## src/rtl/fetch_pkg.sv

```systemverilog
// Shared types for the instruction fetch stage: word size, FSM states and queue entry layout.
package fetch_pkg;
  localparam int WORD_SIZE = 32;

  typedef enum logic [1:0] {IDLE, RUN, HALTED} fetch_state_t;

  typedef struct packed {
    logic [WORD_SIZE-1:0] pc;
    logic [WORD_SIZE-1:0] instr;
  } fetch_entry_t;

  function automatic logic [WORD_SIZE-1:0] word_align(input logic [WORD_SIZE-1:0] addr);
    return {addr[WORD_SIZE-1:2], 2'b00};
  endfunction
endpackage

```

## src/rtl/fetch_fifo.sv

```systemverilog
// Small synchronous FIFO with registered head; push and pop may coincide at any occupancy.
module fetch_fifo #(
  parameter int DEPTH = 2,
  parameter int WIDTH = 32,
  localparam int CW = $clog2(DEPTH + 1),
  localparam int PW = (DEPTH > 1) ? $clog2(DEPTH) : 1
) (
  input  logic             clk,
  input  logic             rst,
  input  logic             clear,
  input  logic             push,
  input  logic             pop,
  input  logic [WIDTH-1:0] din,
  output logic [WIDTH-1:0] dout,
  output logic             full,
  output logic             empty,
  output logic [CW-1:0]    count
);
  logic [WIDTH-1:0] mem [DEPTH];
  logic [PW-1:0]    wr_ptr;
  logic [PW-1:0]    rd_ptr;
  logic             do_push;
  logic             do_pop;

  assign full    = (count == CW'(DEPTH));
  assign empty   = (count == '0);
  assign do_pop  = pop & ~empty;
  assign do_push = push & (~full | do_pop);
  assign dout    = mem[rd_ptr];

  function automatic logic [PW-1:0] ptr_inc(input logic [PW-1:0] p);
    return (p == PW'(DEPTH - 1)) ? '0 : p + PW'(1);
  endfunction

  always_ff @(posedge clk or negedge rst) begin
    if (!rst) begin
      wr_ptr <= '0;
      rd_ptr <= '0;
      count  <= '0;
      for (int i = 0; i < DEPTH; i++) mem[i] <= '0;
    end else if (clear) begin
      wr_ptr <= '0;
      rd_ptr <= '0;
      count  <= '0;
    end else begin
      if (do_push) begin
        mem[wr_ptr] <= din;
        wr_ptr      <= ptr_inc(wr_ptr);
      end
      if (do_pop) rd_ptr <= ptr_inc(rd_ptr);
      count <= count + CW'(do_push) - CW'(do_pop);
    end
  end
endmodule

```

## src/rtl/fetch_unit.sv

```systemverilog
// Fetch stage: credit-limited word requests to imem, in-order response queue to decode,
// flush by dropping outstanding responses, halt by withholding new requests.
module fetch_unit
  import fetch_pkg::*;
#(
  parameter int DEPTH = 2,
  parameter int CNT_W = 32
) (
  input  logic                 clk,
  input  logic                 rst,
  input  logic                 halt,
  input  logic                 flush,
  input  logic [WORD_SIZE-1:0] pc_i,
  output logic                 pc_advance,
  output logic                 imem_req,
  output logic [WORD_SIZE-1:0] imem_addr,
  input  logic                 imem_gnt,
  input  logic                 imem_rvalid,
  input  logic [WORD_SIZE-1:0] imem_rdata,
  output logic                 id_valid,
  output logic [WORD_SIZE-1:0] id_instr,
  output logic [WORD_SIZE-1:0] id_pc,
  input  logic                 id_ready,
  output logic [CNT_W-1:0]     fetch_count,
  output fetch_state_t         state_dbg
);
  localparam int CW = $clog2(DEPTH + 1);

  // Handshakes: a transfer happens in a cycle where both sides are high (imem_req & imem_gnt,
  // id_valid & id_ready); valid never waits on ready, ready may depend on valid.
  fetch_state_t state, state_next;
  logic [CW-1:0] in_flight, q_count, drop, in_flight_next;
  logic [CW:0]   occupancy;
  logic          pf_full, pf_empty, q_full, q_empty;
  logic          drop_hit, q_push, q_pop;
  logic [WORD_SIZE-1:0] rsp_pc;
  fetch_entry_t  q_din, q_head;

  always_ff @(posedge clk or negedge rst) begin
    if (!rst) state <= IDLE;
    else      state <= state_next;
  end

  always_comb begin
    state_next = state;
    case (state)
      IDLE:    state_next = RUN;
      RUN:     if (halt) state_next = HALTED;
      HALTED:  if (!halt) state_next = RUN;
      default: state_next = IDLE;
    endcase
  end

  // Queued entries count against the budget too, so a response always finds room.
  assign occupancy = {1'b0, in_flight} + {1'b0, q_count};

  always_comb begin
    imem_req = 1'b0;
    if (state == RUN && !flush && occupancy < (CW+1)'(DEPTH)) imem_req = 1'b1;
  end

  assign imem_addr  = word_align(pc_i);
  assign pc_advance = imem_req & imem_gnt;
  assign state_dbg  = state;

  assign drop_hit       = imem_rvalid & (drop != '0);
  assign q_push         = imem_rvalid & ~drop_hit & ~flush;
  assign q_pop          = id_valid & id_ready;
  assign in_flight_next = in_flight + CW'(pc_advance) - CW'(imem_rvalid);

  // Responses to be discarded: everything still outstanding once this cycle settles.
  always_ff @(posedge clk or negedge rst) begin
    if (!rst) begin
      drop        <= '0;
      fetch_count <= '0;
    end else begin
      if (flush)         drop <= in_flight_next;
      else if (drop_hit) drop <= drop - CW'(1);
      if (q_push) fetch_count <= fetch_count + CNT_W'(1);
    end
  end

  fetch_fifo #(.DEPTH(DEPTH), .WIDTH(WORD_SIZE)) u_pc_fifo (
    .clk(clk), .rst(rst), .clear(1'b0),
    .push(pc_advance), .pop(imem_rvalid), .din(pc_i), .dout(rsp_pc),
    .full(pf_full), .empty(pf_empty), .count(in_flight)
  );

  assign q_din = '{pc: rsp_pc, instr: imem_rdata};

  fetch_fifo #(.DEPTH(DEPTH), .WIDTH($bits(fetch_entry_t))) u_queue (
    .clk(clk), .rst(rst), .clear(flush),
    .push(q_push), .pop(q_pop), .din(q_din), .dout(q_head),
    .full(q_full), .empty(q_empty), .count(q_count)
  );

  assign id_valid = ~q_empty;
  assign id_pc    = q_head.pc;
  assign id_instr = q_head.instr;

  always @(posedge clk) begin
    if (rst) begin
      assert (!(q_push && q_full && !q_pop));
      assert (!(imem_rvalid && pf_empty));
      assert (!(pc_advance && pf_full && !imem_rvalid));
    end
  end
endmodule

```

## config.mk

```make
export PLATFORM = sky130hd
export DESIGN_NAME = fetch_unit
export DESIGN_NICKNAME = d
export VERILOG_FILES = /design/src/rtl/fetch_pkg.sv /design/src/rtl/fetch_fifo.sv /design/src/rtl/fetch_unit.sv
export SDC_FILE = /design/constraint.sdc
export NUM_CORES = 1
export LEC_CHECK = 0
export ABC_AREA = 0
export BUFFER_PORTS_ARGS = -buffer_cell sky130_fd_sc_hd__buf_2
export CORE_ASPECT_RATIO = 1.2
export CORE_MARGIN = 10
export CORE_UTILIZATION = 40
export CTS_BUF_LIST = sky130_fd_sc_hd__clkbuf_2
export DETAILED_ROUTE_END_ITERATION = 10
export PLACE_DENSITY_LB_ADDON = 0.2
export SYNTH_ARGS = -nofsm -noshare
export SYNTH_HDL_FRONTEND = slang
export SYNTH_SLANG_ARGS = --single-unit
export TNS_END_PERCENT = 5
```

## constraint.sdc

```tcl
create_clock -name clk -period 2.9 [get_ports clk]
set_clock_uncertainty 0.05 [all_clocks]
set_input_delay 0.725 -clock clk [delete_from_list [all_inputs] [get_ports clk]]
set_output_delay 0.725 -clock clk [all_outputs]
set_load 0.005 [all_outputs]
```

==> results.yml, run 1 <==
grt:
  grt_usage_pct: 14.2
  grt_pass1_vias: 7571
  grt_pass1_wl_um: 39700
  grt_overflow: 0
  antenna_found_initial: 2
  grt_max_degree: 65
synthesis:
  ys_ff_latch: 236
  synth-edff-count: 0
  syn_inst: 812
  yosysMostFrequentCell: "dfrtp_1"
  yosys_warnings: 0
  netlist_area_um2: 10600
  yosysTopAreaCellShare_pct: 55.7
  synth.largest_area_cell: "dfrtp_1"
  ys_seq_area_share_pct: 55.7
  syn_avg_cell_area_um2: 13.1
  ys_top_cells_by_count: "dfrtp_1, mux2_2, nand2_1"
  synth_area_leaders: "dfrtp_1, mux2_2, mux2_4, mux2i_1, buf_4"
  synth_ff_type: "dfrtp_1"
  async_flop_share_pct: 100
  synth_cell_type_count: 44
setup_path:
  cp_max_fo: 2
  cp_slowest_stage_delay_ps: 440
  cp_top_family: "simple AND/OR/NAND/NOR gates"
  path_cells: "inv_2 -> nor2_4 -> fa_1 -> or2_4 -> nor4_4 -> buf_2"
  path_class: "reg2out"
  startpoint_type: "flop"
  crit_required_ps: 2120
  critPathBufInv: 2
  cp.arrival_ps: 2410
  crit_path_top_delay_cell: "fa_1"
  end_kind: "output port"
routing:
  wire_per_inst_um: 16.8
  wl_um: 23900
  drc: 0
  ant_nets: 0
  vias_per_cell: 4.79
  vias: 6833
  dr.pass1.iters: 4
  drt-initial-drc-count: 221
die:
  die_x_um: 169
  ios: 204
  num_rows: 65
  fp.dieH_um: 198
  start_util_pct: 40.5
  dieArea_um2: 33500
  core_area_um2: 26200
hold_path:
  worstHoldPathType: "in2reg"
timing:
  fmax_mhz: 314
  tns_ps: -1110
  post-route-min-period_ps: 3180
  worst_slack_ps: -282
  fin_hold_ws_ps: 105
  drv_slew: 0
  finalCritPeriodShare_pct: 110
  setup_viol: 21
  hold_viol_final: 0
  rsz0062_at_grt: "yes"
  slew_headroom_pct: 61.3
  worstMarginPinSlew_ps: 581
cts:
  clkLatencyLatePin_ps: 810
  root_buffer: "clkbuf_2"
  h-tree-depth: 2
  clk_pin_slew_worst_paths_ps: 110
  cts_buffers: 59
  clock_path_buffers: 3
  clock-sinks: 236
  cts_tree: "built"
place:
  post-place-cells: 1301
  io_buffer_count: 201
  dp.final_hpwl_um: 16400
  postPlaceCellArea_um2: 11900
  routabilityCongestion: 0.707
finish:
  syn_to_final_growth_pct: 22.9
  drive_gt1_share_pct: 48.4
  design_area_um2: 13000
  final_nets: 1121
  final_cells: 1427
power:
  peakVddDrop_uv: 426
  p_per_area_nw_per_um2: 961
  leakage_nw: 6.59
run:
  maxCapViolCount: 0
status:
  status: "finished, violations left"
  violations: "negative setup slack"
## placed cells by master (no fill, tap or decap), types with 13 or more instances in the layout
master	Yosys	routed
a21oi_1	33	33
o21ai_0	35	35
dfrtp_1	236	234
clkbuf_2	0	84
mux2i_1	32	32
mux2_4	30	75
xnor2_1	29	29
buf_4	35	18
nor2_1	48	47
mux2_2	161	116
buf_2	19	156
nand2_1	51	50
xor2_1	13	13
buf_6	4	44
clkinv_1	0	26
## final timing paths
kind | cells after the start | slack, ps | startpoint | end
min reg2reg | 1 | 420 | fetch_count[31] | fetch_count[31]
max | 6 | -280 | u_queue.count[0] | pc_advance
max reg2reg | 12 | 160 | u_queue.count[0] | u_pc_fifo.mem[30]
min | 2 | 110 | imem_rdata[30] | u_queue.mem[94]
min in group asynchronous | 2 | 410 | rst | u_queue.mem[83]
max in group asynchronous | 3 | 1730 | rst | u_pc_fifo.mem[30]
## through the flow
| step | setup slack [ps] | total power, W | util, % |
|---|---|---|---|
| detailed placement | 182 | 0.00966 | 45.5 |
| global placement | 248 | 0.00953 | 45.5 |
| finish | -282 | 0.0125 | 49.8 |
| CTS | -433 | 0.0126 | 49.3 |
| global route | -467 | 0.0135 | 49.8 |
| floorplan | 427 | 0.00811 | - |
## sequential cells by signal (all words and copies together), names as in the netlist
name              flops
drop                  2
fetch_count          32
state_dbg             2
u_pc_fifo.count       2
u_pc_fifo.mem        64
u_pc_fifo.rd_ptr      1
u_pc_fifo.wr_ptr      1
u_queue.count         2
u_queue.mem         128
u_queue.rd_ptr        1
u_queue.wr_ptr        1
## metal layers
layer,wire length [µm],track usage (%)
met1,10300,17.3
met2,11900,24.1
met3,1230,3.77
met4,458,4.55
met5,18,0
## repair_timing
item / CTS / global route
hold endpoints to repair: 69 / 0
gates resized for setup: 81 / 20
hold buffers: 8 / 0
gates cloned: 0 / 0
pin swaps: 5 / 1
setup endpoints to repair: 59 / 59
buffers inserted: 4 / 2
## cell type report
class / count / area, µm²
inverters: 9 / 33.8
well taps: 335 / 419
clock buffers: 84 / 420
multi-input cells: 497 / 4430
clock inverters: 26 / 97.6
diodes: 2 / 5.00
flip-flops and latches: 236 / 5910
repair buffers: 238 / 1730
fillers: 2370 / 13100
## cells by family (layout without fill, tap and decap cells)
family / Yosys count / after routing / synth area share, %
flops: 236 / 236 / 55.7
mux: 224 / 224 / 24.5
simple gates: 149 / 149 / 7.25
buf+inv: 80 / 357 / 4.58
compound gates: 71 / 71 / 3.42
xor+xnor: 42 / 42 / 3.47
fa+ha+maj: 9 / 9 / 1.13
other cells: 1 / 4 / 0.0353
## power breakdown
group,internal (W),switching (W)
logic,0.00313,0.00188
registers,0.00460,0.000800
clock network,0.000783,0.00134
total,0.00851,0.00402
Power figures use the tool's default switching activity.
==> inputs of run 2 (changes only) <==
--- a/config.mk
+++ b/config.mk
@@ -9,7 +9,7 @@
 export BUFFER_PORTS_ARGS = -buffer_cell sky130_fd_sc_hd__buf_2
 export CORE_ASPECT_RATIO = 1.2
 export CORE_MARGIN = 10
-export CORE_UTILIZATION = 40
+export CORE_UTILIZATION = 55
 export CTS_BUF_LIST = sky130_fd_sc_hd__clkbuf_2
 export DETAILED_ROUTE_END_ITERATION = 10
 export PLACE_DENSITY_LB_ADDON = 0.2
==> results.yml, run 2 (synthesized netlist as in run 1, its figures left out) <==
status:
  status: "finished, violations left"
  violations: "negative setup slack"
setup_path:
  startpoint_type: "flop"
  cp.arrival_ps: 2370
  crit_required_ps: 2120
  end_kind: "output port"
  path_class: "reg2out"
  path_cells: "inv_2 -> nor2_2 -> fa_1 -> or2_4 -> nor4_4 -> buf_2"
  reg2reg_depth: 10
  cp_slowest_stage_delay_ps: 420
  crit_path_top_delay_cell: "fa_1"
  cp_max_fo: 2
routing:
  wl_um: 23100
  vias: 6818
  drc: 0
  ant_nets: 0
  wire_per_inst_um: 17.6
  dr.pass1.iters: 4
  vias_per_cell: 5.18
  drt-initial-drc-count: 181
die:
  ios: 204
  dieArea_um2: 25300
  core_area_um2: 18900
  fp.dieH_um: 172
  die_x_um: 147
  start_util_pct: 56.1
  num_rows: 55
cts:
  cts_tree: "built"
  clkLatencyLatePin_ps: 810
  cts_buffers: 57
  clock_path_buffers: 3
  root_buffer: "clkbuf_2"
  h-tree-depth: 2
  clk_pin_slew_worst_paths_ps: 110
  clock-sinks: 236
grt:
  grt_pass1_wl_um: 38000
  grt_overflow: 0
  grt_max_degree: 67
  grt_usage_pct: 18.2
  antenna_found_initial: 3
  grt_pass1_vias: 7587
place:
  routabilityCongestion: 0.794
  postPlaceCellArea_um2: 11700
  io_buffer_count: 201
  dp.final_hpwl_um: 15400
finish:
  top_register: "u_queue.mem"
  layout_common_cells: "dfrtp_1, buf_2, mux2_2"
  largest_reg_flops: 128
  utilization_pct: 66.3
  n_fill_cell: 1467
  final_nets: 1105
  drive_gt1_share_pct: 49.4
  syn_to_final_growth_pct: 18.2
  final_common_cell: "dfrtp_1"
  design_area_um2: 12500
  largestRegisters: "u_queue.mem: 128 flops, u_pc_fifo.mem: 64 flops, fetch_count: 32 flops"
timing:
  fmax_mhz: 318
  drv_slew: 0
  setup_viol: 2
  post-route-min-period_ps: 3140
  worstMarginPinSlew_ps: 514
  slew_headroom_pct: 65.7
  hold_viol_final: 0
  finalCritPeriodShare_pct: 108
  worst_slack_ps: -243
  rsz0062_at_grt: "yes"
power:
  leakage_nw: 6.38
  peakVddDrop_uv: 499
  p_per_area_nw_per_um2: 964
hold_path:
  worstHoldPathType: "in2reg"
  hold_depth: 2
run:
  maxCapViolCount: 0
[run 2: cell count changes in the layout (fill, tap and decap cells not counted), moves of 2 or more]
cell           delta
mux2_4           -25
clkinv_1         -21
buf_4             -9
buf_2            +26
dfrtp_2           +2
mux2_2           +25
buf_6            -26
dlygate4sd3_1     -6
[run 2: critical path: cells and delay by family (launching register included)]
family,cells,cell delay (ps)
buffers and inverters,2,250
adder cells (fa/ha/maj),1,420
AND/OR/NAND/NOR,3,500
flip-flops,1,410
[run 2: power by group]
part | switching [W] | leakage (nW) | internal, W
clock | 0.00124 | 0.375 | 0.000849
combinational | 0.00187 | 3.00 | 0.00277
sequential | 0.000770 | 3.01 | 0.00460
total | 0.00388 | 6.38 | 0.00822
[run 2: what timing repair did]
item / CTS / global route
hold endpoints to repair: 51 / 0
cloned: 1 / 1
buffers inserted: 5 / 1
hold buffers: 2 / 0
resized for setup: 10 / 37
setup endpoints to repair: 61 / 65
pin swaps: 2 / 1
[run 2: per-layer routing]
layer  wire length (µm)  global-route usage (%)  up-vias
met1              10400                    22.7     3387
met2              11200                    30.0      171
met4                419                    6.19        2
met3               1130                    4.84       38
met5                 13                       0        -
li1                   -                       -     3220
[run 2: area by class of cell]
cell class	count	area [µm²]	share of cell area (%)
flip-flops and latches	236	5910	47.1
inverters	9	33.8	0.269
clock inverters	7	56.3	0.449
well taps	256	320	2.55
multi-input cells	497	4320	34.5
clock buffers	85	425	3.39
repair buffers	224	1470	11.7
diodes	3	7.51	0.0599
[run 2: path summary, 6_finish.rpt]
path                                          from                 end  slack (ps)
worst max-delay path            u_pc_fifo.count[0]          pc_advance        -240
worst min-delay path                      pc_i[15]   u_pc_fifo.mem[15]         110
worst max register to register  u_pc_fifo.count[0]   u_pc_fifo.mem[56]         360
worst min register to register     fetch_count[31]     fetch_count[31]         430
max in group asynchronous                      rst  u_pc_fifo.count[1]        1550
min in group asynchronous                      rst     u_queue.mem[97]         390
[run 2: through the flow]
step                TNS [ps]  power, W  hold slack (ps)  setup WS (ps)  cells
global route           -2620    0.0131             6.14           -452   1316
detailed placement         0   0.00964              415            291   1212
floorplan                  0   0.00811              379            427    813
global placement           0   0.00948              407            350   1212
finish                  -453    0.0121              112           -243   1317
CTS                    -2060    0.0119             1.26           -398   1312
==> inputs of run 3 (changes only) <==
--- a/config.mk
+++ b/config.mk
@@ -13,6 +13,7 @@
 export CTS_BUF_LIST = sky130_fd_sc_hd__clkbuf_2
 export DETAILED_ROUTE_END_ITERATION = 10
 export PLACE_DENSITY_LB_ADDON = 0.2
+export RECOVER_POWER = 50
 export SYNTH_ARGS = -nofsm -noshare
 export SYNTH_HDL_FRONTEND = slang
 export SYNTH_SLANG_ARGS = --single-unit
==> results.yml, run 3 (synthesized netlist as in run 1, its figures left out) <==
status:
  status: "finished, violations left"
  violations: "negative setup slack"
timing:
  post-route-min-period_ps: 3140
  finalCritPeriodShare_pct: 108
  drv_slew: 0
  hold_viol_final: 0
  worstMarginPinSlew_ps: 1290
  fmax_mhz: 318
  slew_headroom_pct: 14.3
  worst_slack_ps: -244
  rsz0062_at_grt: "yes"
  setup_viol: 2
  tns_ps: -457
setup_path:
  crit_required_ps: 2120
  cp.arrival_ps: 2370
  path_cells: "inv_2 -> nor2_2 -> fa_1 -> or2_4 -> nor4_4 -> buf_2"
  end_kind: "output port"
  startpoint_type: "flop"
  path_class: "reg2out"
  cp_top_family: "simple AND/OR/NAND/NOR gates"
  r2r-start: "u_pc_fifo.count[0]"
  crit_path_start: "u_pc_fifo.count[0]"
  reg2reg_depth: 10
  cp_slowest_stage_delay_ps: 420
  cp_max_fo: 2
  crit_path_top_delay_cell: "fa_1"
  crit_cells: 6
  critPathBufInv: 2
power:
  peakVddDrop_uv: 498
  internal_power_w: 0.00821
  clockPowerShare_pct: 17.3
  totalPowerFinal_w: 0.0121
  switching_power_w: 0.00387
  swShare_pct: 32.0
  power_frac_seq_pct: 44.4
  combPwrFrac_pct: 38.3
  leakage_nw: 6.25
  p_per_area_nw_per_um2: 972
cts:
  root_buffer: "clkbuf_2"
  h-tree-depth: 2
  cts_tree: "built"
  clk_pin_slew_worst_paths_ps: 110
  cts_buffers: 57
  clock-sinks: 236
  clock_path_buffers: 3
  clkLatencyLatePin_ps: 810
finish:
  drive_gt1_share_pct: 46.4
  final_common_cell: "dfrtp_1"
  final_cells: 1317
  largest_reg_flops: 128
  design_area_um2: 12400
  multi_input_area_um2: 4270
  largestRegisters: "u_queue.mem: 128 flops, u_pc_fifo.mem: 64 flops, fetch_count: 32 flops"
  top_register: "u_queue.mem"
  utilization_pct: 65.6
  n_fill_cell: 1502
  register_area_um2: 5910
  layout_common_cells: "dfrtp_1, buf_2, mux2_2"
  final_nets: 1105
  syn_to_final_growth_pct: 17.1
routing:
  vias: 6812
  ant_nets: 0
  vias_per_cell: 5.17
  dr.pass1.iters: 4
  drt-initial-drc-count: 184
  drc: 0
  wire_per_inst_um: 17.5
  wl_um: 23100
die:
  num_rows: 55
  start_util_pct: 56.1
  core_area_um2: 18900
  ios: 204
  fp.dieH_um: 172
  die_x_um: 147
  dieArea_um2: 25300
run:
  maxCapViolCount: 0
place:
  post-place-cells: 1212
  routabilityCongestion: 0.794
  io_buffer_count: 201
  dp.final_hpwl_um: 15400
  postPlaceCellArea_um2: 11700
grt:
  grt_max_degree: 67
  grt_pass1_vias: 7587
  grt_pass1_wl_um: 38000
  grt_usage_pct: 18.2
  antenna_found_initial: 3
  grt_overflow: 0
hold_path:
  worstHoldPathType: "in2reg"
  hold_depth: 2
  worstHoldStart: "pc_i[17]"
-- run 3: cell count changes in the layout (fill, tap and decap cells not counted), moves of 2 or more --
cell / previous run / this run
buf_2: 182 / 156
clkbuf_1: 0 / 26
clkbuf_2: 85 / 88
buf_12: 10 / 8
buf_4: 9 / 7
clkbuf_4: 0 / 2
-- run 3: power by group through the flow --
| stage | sequential, W | combinational (W) | clock [W] |
|---|---|---|---|
| 2_1_floorplan | 0.00514 | 0.00296 | 0 |
| 4_1_cts | 0.00537 | 0.00436 | 0.00220 |
| 5_1_grt | 0.00554 | 0.00513 | 0.00237 |
| 3_3_place_gp | 0.00537 | 0.00412 | 0 |
| 6_report | 0.00536 | 0.00462 | 0.00209 |
| 3_5_place_dp | 0.00542 | 0.00422 | 0 |
-- run 3: layout make-up --
class / instances / area share (%)
Antenna cell: 3 / 0.0604
Clock inverter: 7 / 0.453
Tap cell: 256 / 2.58
Clock buffer: 85 / 3.42
Sequential cell: 236 / 47.6
Multi-Input combinational cell: 497 / 34.4
Inverter: 9 / 0.272
Timing Repair Buffer: 224 / 11.2
-- run 3: path summary, 6_finish.rpt --
| kind | slack [ps] | to |
|---|---|---|
| max | -240 | pc_advance |
| min | 120 | u_pc_fifo.mem[17] |
| max reg2reg | 360 | u_pc_fifo.mem[56] |
| min reg2reg | 430 | fetch_count[31] |
| max in group asynchronous | 440 | u_queue.mem[99] |
| min in group asynchronous | 700 | u_queue.mem[97] |
-- run 3: through the flow --
stage | hold WS (ps) | setup WS [ps]
2_1_floorplan | 379 | 427
3_3_place_gp | 407 | 350
3_5_place_dp | 415 | 291
4_1_cts | 1.26 | -398
5_1_grt | 6.14 | -452
6_report | 118 | -244
-- run 3: routing by layer --
layer	vias up	global-route usage, %	part of all wire [%]
li1	3223	-	-
met5	-	0	0.043
met3	38	4.84	5.0
met1	3379	22.7	45
met2	170	30.0	48
met4	2	6.19	1.8
-- run 3: repair_timing --
item,in CTS,in global routing
gates resized for setup,10,37
gates cloned,1,1
buffers inserted,5,1
endpoints found under the hold margin,51,0
pin swaps,2,1
endpoints found under the setup margin,61,65
hold buffers,2,0
